$ cat src/rtl/display_scan_ctrl.sv
// display_scan_ctrl: time-multiplexed scan of four 7-segment digits.
// Each digit slot opens with a blanking gap, then lights one digit.
// CPU writes land in a pending buffer and are committed to the active
// buffer only at the end of a frame, so a frame never mixes old and new data.
module display_scan_ctrl #(
  parameter int PRESCALE  = 1000,
  parameter int BLANK_CYC = 16
) (
  input  logic       clk,
  input  logic       reset,
  input  logic       enable,
  input  logic [7:0] disp0,
  input  logic [7:0] disp1,
  input  logic [7:0] disp2,
  input  logic [7:0] disp3,
  input  logic       wr_en,
  output logic       wr_ack,
  output logic [7:0] seg,
  output logic [3:0] an,
  output logic       frame_start
);

  localparam int CW = $clog2(PRESCALE);
  typedef logic [CW-1:0] cnt_t;
  localparam cnt_t BLANK_LAST = cnt_t'(BLANK_CYC - 1);
  localparam cnt_t SLOT_LAST  = cnt_t'(PRESCALE - 1);

  typedef enum logic [1:0] {S_IDLE, S_BLANK, S_SHOW} state_t;

  state_t           state_q, state_d;
  cnt_t             cnt_q, cnt_d;
  logic [1:0]       digit_q, digit_d;
  logic             commit;

  logic [3:0][7:0]  disp_w;
  logic [3:0][7:0]  pend_q, act_q;
  logic             pflag_q;

  logic [3:0]       an_d;
  logic [7:0]       seg_d;
  logic             ack_d, fs_d;

  assign disp_w = {disp3, disp2, disp1, disp0};

  // State register: FSM state, slot counter and digit index
  always_ff @(posedge clk or negedge reset) begin
    if (!reset) begin
      state_q <= S_IDLE;
      cnt_q   <= '0;
      digit_q <= 2'd0;
    end else begin
      state_q <= state_d;
      cnt_q   <= cnt_d;
      digit_q <= digit_d;
    end
  end

  // Next-state logic; commit fires on the final cycle of digit 3's slot
  always_comb begin
    state_d = state_q;
    cnt_d   = cnt_q;
    digit_d = digit_q;
    commit  = 1'b0;
    if (!enable) begin
      state_d = S_IDLE;
      cnt_d   = '0;
      digit_d = 2'd0;
    end else begin
      case (state_q)
        S_IDLE: begin
          state_d = S_BLANK;
          cnt_d   = '0;
          digit_d = 2'd0;
        end
        S_BLANK: begin
          cnt_d = cnt_q + cnt_t'(1);
          if (cnt_q == BLANK_LAST) state_d = S_SHOW;
        end
        S_SHOW: begin
          if (cnt_q == SLOT_LAST) begin
            state_d = S_BLANK;
            cnt_d   = '0;
            digit_d = digit_q + 2'd1;
            commit  = (digit_q == 2'd3);
          end else begin
            cnt_d = cnt_q + cnt_t'(1);
          end
        end
        default: begin
          state_d = S_IDLE;
          cnt_d   = '0;
          digit_d = 2'd0;
        end
      endcase
    end
  end

  // Output decode from the upcoming state so every output is registered
  always_comb begin
    an_d  = 4'b1111;
    seg_d = 8'hFF;
    if (state_d == S_SHOW) begin
      an_d  = ~(4'b0001 << digit_d);
      seg_d = ~act_q[digit_d];
    end
    fs_d  = (state_d == S_BLANK) && (digit_d == 2'd0) && (cnt_d == '0);
    ack_d = commit && (pflag_q || wr_en);
  end

  // Output registers
  always_ff @(posedge clk or negedge reset) begin
    if (!reset) begin
      an          <= 4'b1111;
      seg         <= 8'hFF;
      wr_ack      <= 1'b0;
      frame_start <= 1'b0;
    end else begin
      an          <= an_d;
      seg         <= seg_d;
      wr_ack      <= ack_d;
      frame_start <= fs_d;
    end
  end

  // Double buffer: a write on the commit cycle bypasses straight to active
  always_ff @(posedge clk or negedge reset) begin
    if (!reset) begin
      pend_q  <= '0;
      act_q   <= '0;
      pflag_q <= 1'b0;
    end else if (commit) begin
      if (wr_en)        act_q <= disp_w;
      else if (pflag_q) act_q <= pend_q;
      if (wr_en)        pend_q <= disp_w;
      pflag_q <= 1'b0;
    end else if (wr_en) begin
      pend_q  <= disp_w;
      pflag_q <= 1'b1;
    end
  end

endmodule

$ cat config.mk
export PLATFORM = sky130hd
export DESIGN_NAME = display_scan_ctrl
export DESIGN_NICKNAME = d
export VERILOG_FILES = /design/src/rtl/display_scan_ctrl.sv
export SDC_FILE = /design/constraint.sdc
export NUM_CORES = 1
export LEC_CHECK = 0
export CELL_PAD_IN_SITES_DETAIL_PLACEMENT = 1
export CELL_PAD_IN_SITES_GLOBAL_PLACEMENT = 2
export CORE_UTILIZATION = 35
export DETAILED_ROUTE_END_ITERATION = 16
export HOLD_SLACK_MARGIN = 0.05
export PLACE_DENSITY = 0.74
export RECOVER_POWER = 25
export SLEW_MARGIN = 20
export SYNTH_ARGS = -nofsm -noshare
export SYNTH_HDL_FRONTEND = slang
export SYNTH_SLANG_ARGS = --single-unit
$ cat constraint.sdc
create_clock -name clk -period 3.21 [get_ports clk]
set_input_delay 0.642 -clock clk [delete_from_list [all_inputs] [get_ports clk]]
set_output_delay 0.642 -clock clk [all_outputs]
set_load 0.01 [all_outputs]
# [After elaboration in Yosys (flattened, before gate mapping)]
# Index checks and enable logic that the tools add are counted.
[word_totals] regBits=93 input_bits=36 output_inout_bits=14 elab_cells=60
[op_classes] addsub=2 order_cmp=1 n_eq_ne=7 n_shift=1 mux=21 bitwise=2 reduce_logical=10
[ops] cell="2-to-1 mux 32 bit" count=2
[ops] cell="2-to-1 mux 10 bit" count=2
[ops] cell="case mux 10 bit (2 select lines)" count=1
[ops] cell="binary-select mux 8 bit (select 2 bit)" count=1
[ops] cell="2-to-1 mux 8 bit" count=2
[ops] cell="adder 10 x 1 -> 10 bit (second input constant)" count=1
[ops] cell="equality test 10 bit (second input constant)" count=1
[ops] cell="equality test 10 x 4 -> 1 bit (second input constant)" count=1
[ops] cell="logical NOT 10 bit" count=1
[ops] cell="2-to-1 mux 2 bit" count=5
[ops] cell="NOT 8 bit" count=1
[ops] cell="equality test 2 bit (second input constant)" count=3
[ops] cell="case mux 2 bit (3 select lines)" count=1
[ops] cell="2-to-1 mux 1 bit" count=5
[ops] cell="equality test 2 x 1 -> 1 bit (second input constant)" count=2
[ops] cell="logical NOT 2 bit" count=2
[ops] cell="2-to-1 mux 4 bit" count=1
[ops] cell="NOT 4 bit" count=1
[ops] cell="case mux 2 bit (2 select lines)" count=1
[ops] cell="nonzero test 2 bit" count=2
[ops] cell="left shift 1 x 2 -> 4 bit (first input constant)" count=1
[ops] cell="logical AND 1 bit" count=3
[ops] cell="< comparator 2 x 3 -> 1 bit (second input constant)" count=1
[ops] cell="adder 2 x 1 -> 2 bit (second input constant)" count=1
[ops] cell="2 further kinds" count=2

# [Logic depth before layout (Yosys ltp)]
[depth] depth_word=8 depth_mapped=10 depth_no_buf=8

# [Worst setup path before layout]
# Ideal clock, no wire load.
[synth_path] path_type="reg-to-reg" startpoint="register cnt_q[0]" endpoint="register seg[0]" setup_time_ns=0.084 t_arrival_ns=2.126 t_required_ns=3.126 setup_slack_ns=1.001 stages_incl_launch_ff=10 n_path_buf=2 period_less_slack_ns=2.209 path_cell_list="dfrtp_1 ha_1 nand4bb_4 o31a_1 o2111a_1 buf_6 nor2b_4 buf_6 nand2_1 a311o_1"
[synth_via] elab_chain_len=8 word_cells_on_any_way=14 classes_between="eq/ne (3); mux (10); bitwise (1)"
[synth_rtl] item="start, declared" line_no="31" rtl="cnt_t cnt_q, cnt_d;"
[synth_rtl] item="start signal, assigned" line_no="53" rtl="cnt_q <= cnt_d;"
[synth_rtl] item="equality test 10 bit" line_no="80" rtl="if (cnt_q == SLOT_LAST) begin"
[synth_rtl] item="2-to-1 mux 2 bit" line_no="80"
[synth_rtl] item="case mux 2 bit (2 select lines)" line_no="69" rtl="case (state_q)"
[synth_rtl] item="2-to-1 mux 2 bit" line_no="64" rtl="if (!enable) begin"
[synth_rtl] item="binary-select mux 8 bit (select 2 bit)" line_no="104" rtl="seg_d = ~act_q[digit_d];"
[synth_rtl] item="2-to-1 mux 8 bit (implied by the code)" line_no="104"
[synth_rtl] item="NOT 8 bit" line_no="104"
[synth_rtl] item="2-to-1 mux 8 bit *" line_no="102" rtl="if (state_d == S_SHOW) begin"
[synth_rtl] item="via seg_d[0]" line_no="40" rtl="logic [7:0] seg_d;"
[synth_rtl] item="end signal, assigned" line_no="119" rtl="seg <= seg_d;"
[synth_rtl] item="end, declared" line_no="18" rtl="output logic [7:0] seg,"
# The timed path passes the listed nets; every way through them passes the cells marked *. The select of a mux whose other input is x is not followed.
# A chain may end at the register's enable or synchronous reset.

# [Worst setup path after layout]
[layout_path] startpoint="register cnt_q[0]" endpoint="register seg[2]"
# Same word-level chain as after synthesis.

==> flow_summary.json <==
{
  "period_needed_ns": 2.65,
  "crit_path_end_kind": "flip-flop",
  "antenna_found_initial": 0,
  "syn_avg_cell_area_um2": 13.0,
  "port_buffers": 49,
  "slew_headroom": -0.494,
  "cts_setup_buffers": 0,
  "maxCapViolCount": 1,
  "finalCritPeriodShare": 0.825,
  "critPathMaxFanout": 19,
  "die_x_um": 110,
  "die_height_um": 110,
  "synth_nets": 353,
  "fin_skew_ns": 0.00573,
  "setup_tns_ns": 0,
  "post-dp-hpwl_um": 5890,
  "multi_input_area_um2": 1550,
  "cp_top_family": "compound AO/OA/AOI/OAI gates",
  "synth_top_area_frac": 0.500,
  "required_ns": 3.50,
  "avgRoutedWirePerCell_um": 17.0,
  "drc": 0,
  "coreArea_um2": 11100,
  "synth_area_leader_cell": "dfrtp_1",
  "slowest_delay_ns": 0.42,
  "synth.most_common_cell": "dfrtp_1",
  "path_class": "flip-flop to flip-flop",
  "power-per-cell-area_nw_per_um2": 511,
  "synth_edf_count": 0,
  "top_layer": "met4",
  "place_area_um2": 4640,
  "cp-start-kind": "flip-flop",
  "drt_iter0_drc": 92,
  "via_count": 2520,
  "netlist_top_cells_count": "81 x dfrtp_1, 65 x mux2_2, 31 x nand2_1",
  "routed_via_density": 5.01,
  "n_antenna_cell": 0,
  "drt-total-wl_um": 8560,
  "violations": "capacitance limit, slew limit",
  "rrSetupSlack_ns": 0.56,
  "h-tree-depth": 3,
  "dp_slack_ns": 0.368,
  "synth-main-ff-cell": "dfrtp_1",
  "grt_pass1_vias": 2673,
  "wl_met3_um": 335,
  "drive_gt1_frac": 0.292,
  "hold_viol": 0,
  "wl_met1_um": 4020,
  "placed_cells": 487,
  "syn-cell-area_um2": 4060,
  "tritoncts": "built",
  "clock_latency_ns": 0.35,
  "overflow": 0,
  "hold_buffers": 0,
  "ys_seq_area_frac": 0.578,
  "setup_ws_ns": 0.563,
  "ir_worst_vdd_mv": 0.321,
  "drv_slew": 94,
  "min_path_type": "flip-flop to flip-flop",
  "place_congestion": 0.769,
  "worstPathCellList": "ha_1 -> nand4bb_4 -> o31a_1 -> o2111a_1 -> nor2b_4 -> inv_4 -> a211oi_1 -> a311o_1",
  "setup_viol": 0,
  "synth.distinct_cells": 41,
  "path_clk_slew_ns": 0.06,
  "regArea_um2": 2340,
  "status": "finished, violations left",
  "worst_ep_arrival_time_ns": 2.93,
  "rsz0062_at_grt": "no",
  "grt_max_degree": 94,
  "final_nets": 400,
  "pin_count": 50,
  "syn_to_final_growth_pct": 22.1,
  "numCtsBuffers": 9,
  "cts-root-buf": "clkbuf_16",
  "worst_path_max_delay_cell": "dfrtp_1",
  "first_pass_iters": 4,
  "die-area_um2": 12000,
  "start_util": 0.366,
  "synth_seq_cells": 93,
  "yosysWarnings": 0,
  "wl_met2_um": 4060,
  "final_area_um2": 4950,
  "final_cell_count_no_fill": 503,
  "tightest_slew_ns": 2.24,
  "fmax_ghz": 0.378,
  "syn_inst": 311,
  "fillers": 1164,
  "grtUsageTotal": 0.161,
  "grt_pass1_wl_um": 13900,
  "async_flop_share": 1.00,
  "p_leak_uw": 0.00215,
  "worst-path-buf-inv": 1,
  "cts_resized": 0,
  "antenna_left": 0,
  "netlist_top_cells_area": "dfrtp_1 50%, mux2_2 18%, dfstp_2 7.8%",
  "cts.sinks": 93,
  "cts_max_path_buffers": 2,
  "rows": 38
}
worst paths after layout:
path | startpoint | to | cells after the start
min in group asynchronous | reset | cnt_q[0] | 2
setup reg to reg | cnt_q[0] | seg[2] | 8
hold reg to reg | pend_q[26] | pend_q[26] | 1
hold / removal | pend_q[26] | pend_q[26] | 1
setup / recovery | cnt_q[0] | seg[2] | 8
max in group asynchronous | reset | pend_q[11] | 2
state kept, by name, indices dropped and copies added, names as in the netlist, 2 cells and up:
signal,cells
pend_q,32
an,4
act_q,32
digit_q,2
seg,8
cnt_q,10
state_q,2
worst reg2reg max path: stages (launching register included):
cell	delay, ns
dfrtp_1	0.42
ha_1	0.29
nand4bb_4	0.16
o31a_1	0.34
o2111a_1	0.40
nor2b_4	0.37
inv_4	0.17
a211oi_1	0.29
a311o_1	0.16
area by class of cell:
type | instances | area share
inverter | 8 | 0.00657
clock inverter | 6 | 0.0174
tap | 140 | 0.0354
timing repair buffer | 54 | 0.106
multi-input combinational | 192 | 0.314
sequential | 93 | 0.473
clock buffer | 10 | 0.0483
layout by cell type (no fill, tap or decap), types with 8 or more instances in the layout:
| cell | count |
|---|---|
| a211oi_1 | 8 |
| a311o_1 | 8 |
| clkbuf_16 | 9 |
| clkdlybuf4s50_1 | 48 |
| dfrtp_1 | 81 |
| dfstp_2 | 12 |
| mux2_2 | 65 |
| nand2_1 | 31 |
| nor2_1 | 25 |
per-stage QoR:
| stage | hold WS, ns | util | total power [uW] |
|---|---|---|---|
| after floorplan | 0.346 | - | 1320 |
| after global placement | 0.479 | 0.419 | 1400 |
| after detailed placement | 0.485 | 0.419 | 1410 |
| after CTS | 0.359 | 0.448 | 2570 |
| after global routing | 0.520 | 0.447 | 2620 |
| final | 0.494 | 0.447 | 2530 |
routing by layer:
layer / track usage / vias up
met3: 0.0486 / 10
met1: 0.204 / 1272
met4: 0.0571 / 0
met5: 0 / -
met2: 0.260 / 43
li1: - / 1195
cell families after synthesis:
family / share of synthesized area
flops: 0.578
simple gates: 0.103
mux: 0.180
compound gates: 0.0614
buf+inv: 0.0395
xor+xnor: 0.0194
fa+ha+maj: 0.0185
report_power, final:
part | leakage [uW] | switching (uW) | internal, uW
logic | 0.000812 | 69.1 | 83.7
clock network | 0.000158 | 448 | 702
registers | 0.00118 | 11.8 | 1220
(Power assumes the default switching activity.)
==> variant: new RTL, config.mk and constraints unchanged <==
Make the reset (`reset`) synchronous in 3 clocked blocks.
--- a/src/rtl/display_scan_ctrl.sv
+++ b/src/rtl/display_scan_ctrl.sv
@@ -43,7 +43,7 @@
   assign disp_w = {disp3, disp2, disp1, disp0};
 
   // State register: FSM state, slot counter and digit index
-  always_ff @(posedge clk or negedge reset) begin
+  always_ff @(posedge clk) begin
     if (!reset) begin
       state_q <= S_IDLE;
       cnt_q   <= '0;
@@ -108,7 +108,7 @@
   end
 
   // Output registers
-  always_ff @(posedge clk or negedge reset) begin
+  always_ff @(posedge clk) begin
     if (!reset) begin
       an          <= 4'b1111;
       seg         <= 8'hFF;
@@ -123,7 +123,7 @@
   end
 
   // Double buffer: a write on the commit cycle bypasses straight to active
-  always_ff @(posedge clk or negedge reset) begin
+  always_ff @(posedge clk) begin
     if (!reset) begin
       pend_q  <= '0;
       act_q   <= '0;
Behaviour: differs if reset is asserted again (counterexample within 4 cycles, from zero or initial values and one cycle with reset low); with reset held inactive, the same outputs for 10 cycles.
==> variant against the original RTL <==
- sequential cell count did not move
- worst setup slack improved by 81 ps
- via count rose by 9.6%
- count of clock-buffer cells in the layout rose by 2
- die area fell by 8.2%
- maximum frequency rose by 3.2%
- total power fell by 13%
- synthesized area fell by 8.3%
- wire length fell by 1.3%
- design area fell by 9.1%
- utilization fell by 1.1 points
- non-clock buffer count fell by 2
- largest power group unchanged
- synthesized cell count rose by 21%
==> variant: results (changes against the original RTL) <==
[synth]
yosysSeqAreaShare=0.501  ; -0.0768
synth_cell_type_count=44  ; +7.3%
synth.area.top_cells=dfxtp_1 50%, mux2i_1 13%, nor2_1 7.9%
ys.flop_type=dfxtp_1
syn_inst=375  ; +21%
syn_nets=417  ; +18%
async_reset_ff_frac=0  ; -1.00

[drt]
wl_met1_um=4240  ; +5.4%
wirelength_um=8450  ; -1.3%
wl_met3_um=247  ; -26%
drt_iter0_drc=96  ; +4.3%
vias_per_cell=5.01  ; about the same

[worst_setup_path]
worst_ep_arrival_time_ps=2830  ; -100 ps
critPathMaxFanout=22  ; +3

[final_layout]
drive_above_1_share=0.0747  ; -0.217
fin_cells=551  ; +9.5%
layout.nets=453  ; +13%

[place]
place_hpwl_um=5740  ; -2.5%
post-place-ws_ps=397  ; +28.5 ps
dp_cells=536  ; +10%
dpl-instance-area_um2=4280  ; -7.8%
gp_congestion=0.740  ; -3.8%

[grt]
grt_pass1_vias=2729  ; +2.1%
grt_usage=0.165  ; +0.00453
grt_max_degree=68  ; -28%
grt_pass1_wl_um=14100  ; +1.5%

[clocking]
ctsRootBufferMaster=clkbuf_8
cts_setup_buffers=0  ; unchanged
clkSlewWorstSetupHoldPaths_ps=90  ; +30 ps
insertion_delay_ps=370  ; +20 ps

[worst_hold_path]
hold_class=flop to flop

[power]
vdd_drop_max_mv=0.228  ; -29%
p_leak_nw=1.71  ; -20%
internal_power_mw=1.73  ; -14%

[sta]
finClkSkew_ps=7.89  ; +2.15 ps
tightest_slew_ps=1360  ; -878 ps

[status]
status=finished, final reports clean

-- variant: layer usage --
metal / up-vias / track usage
met5: - / 0
met4: 0 / 0.0785
met3: 14 / 0.0274
met2: 44 / 0.251
met1: 1308 / 0.227
li1: 1397 / -
-- variant: critical path, stage by stage (launching register included) --
cell and delay (ps):
dfxtp_1 420, ha_1 330, nand4b_1 240, o311ai_0 390
a31o_2 650, mux2i_1 180, o22a_2 240
-- variant: worst paths after layout --
path / from / end / slack [ps] / cells after the start
setup / recovery: cnt_q[0] / seg[7] / 640 / 6
hold / removal: pend_q[13] / pend_q[13] / 500 / 2
setup reg to reg: cnt_q[0] / seg[7] / 640 / 6
hold reg to reg: pend_q[13] / pend_q[13] / 500 / 2
-- variant: area by class of cell --
class,count,area [um2]
clock buffers,12,155
repair buffers,52,518
inverters,5,18.8
clock inverters,3,68.8
flip-flops and latches,93,1860
multi-input cells,250,1710
fillers,1187,5820
well taps,136,170
-- variant: power groups by stage --
stage	Clock, mW	Combinational, mW	Sequential [mW]
2_1_floorplan	0	0.0696	1.21
4_1_cts	0.919	0.134	1.19
5_1_grt	0.955	0.144	1.19
3_5_place_dp	0	0.133	1.21
3_3_place_gp	0	0.131	1.21
6_report	0.888	0.130	1.19
-- variant: logic make-up (layout without fill, tap and decap cells) --
kind of cell             Yosys count  count (layout)  synth area share
AND/OR/NAND/NOR                  128             128             0.167
flip-flops                        93              93             0.501
AO/OA/AOI/OAI                     59              59             0.122
multiplexers                      48              48             0.129
buffers and inverters             32              72            0.0397
XOR/XNOR                           9               9            0.0212
adder cells (fa/ha/maj)            6               6            0.0202
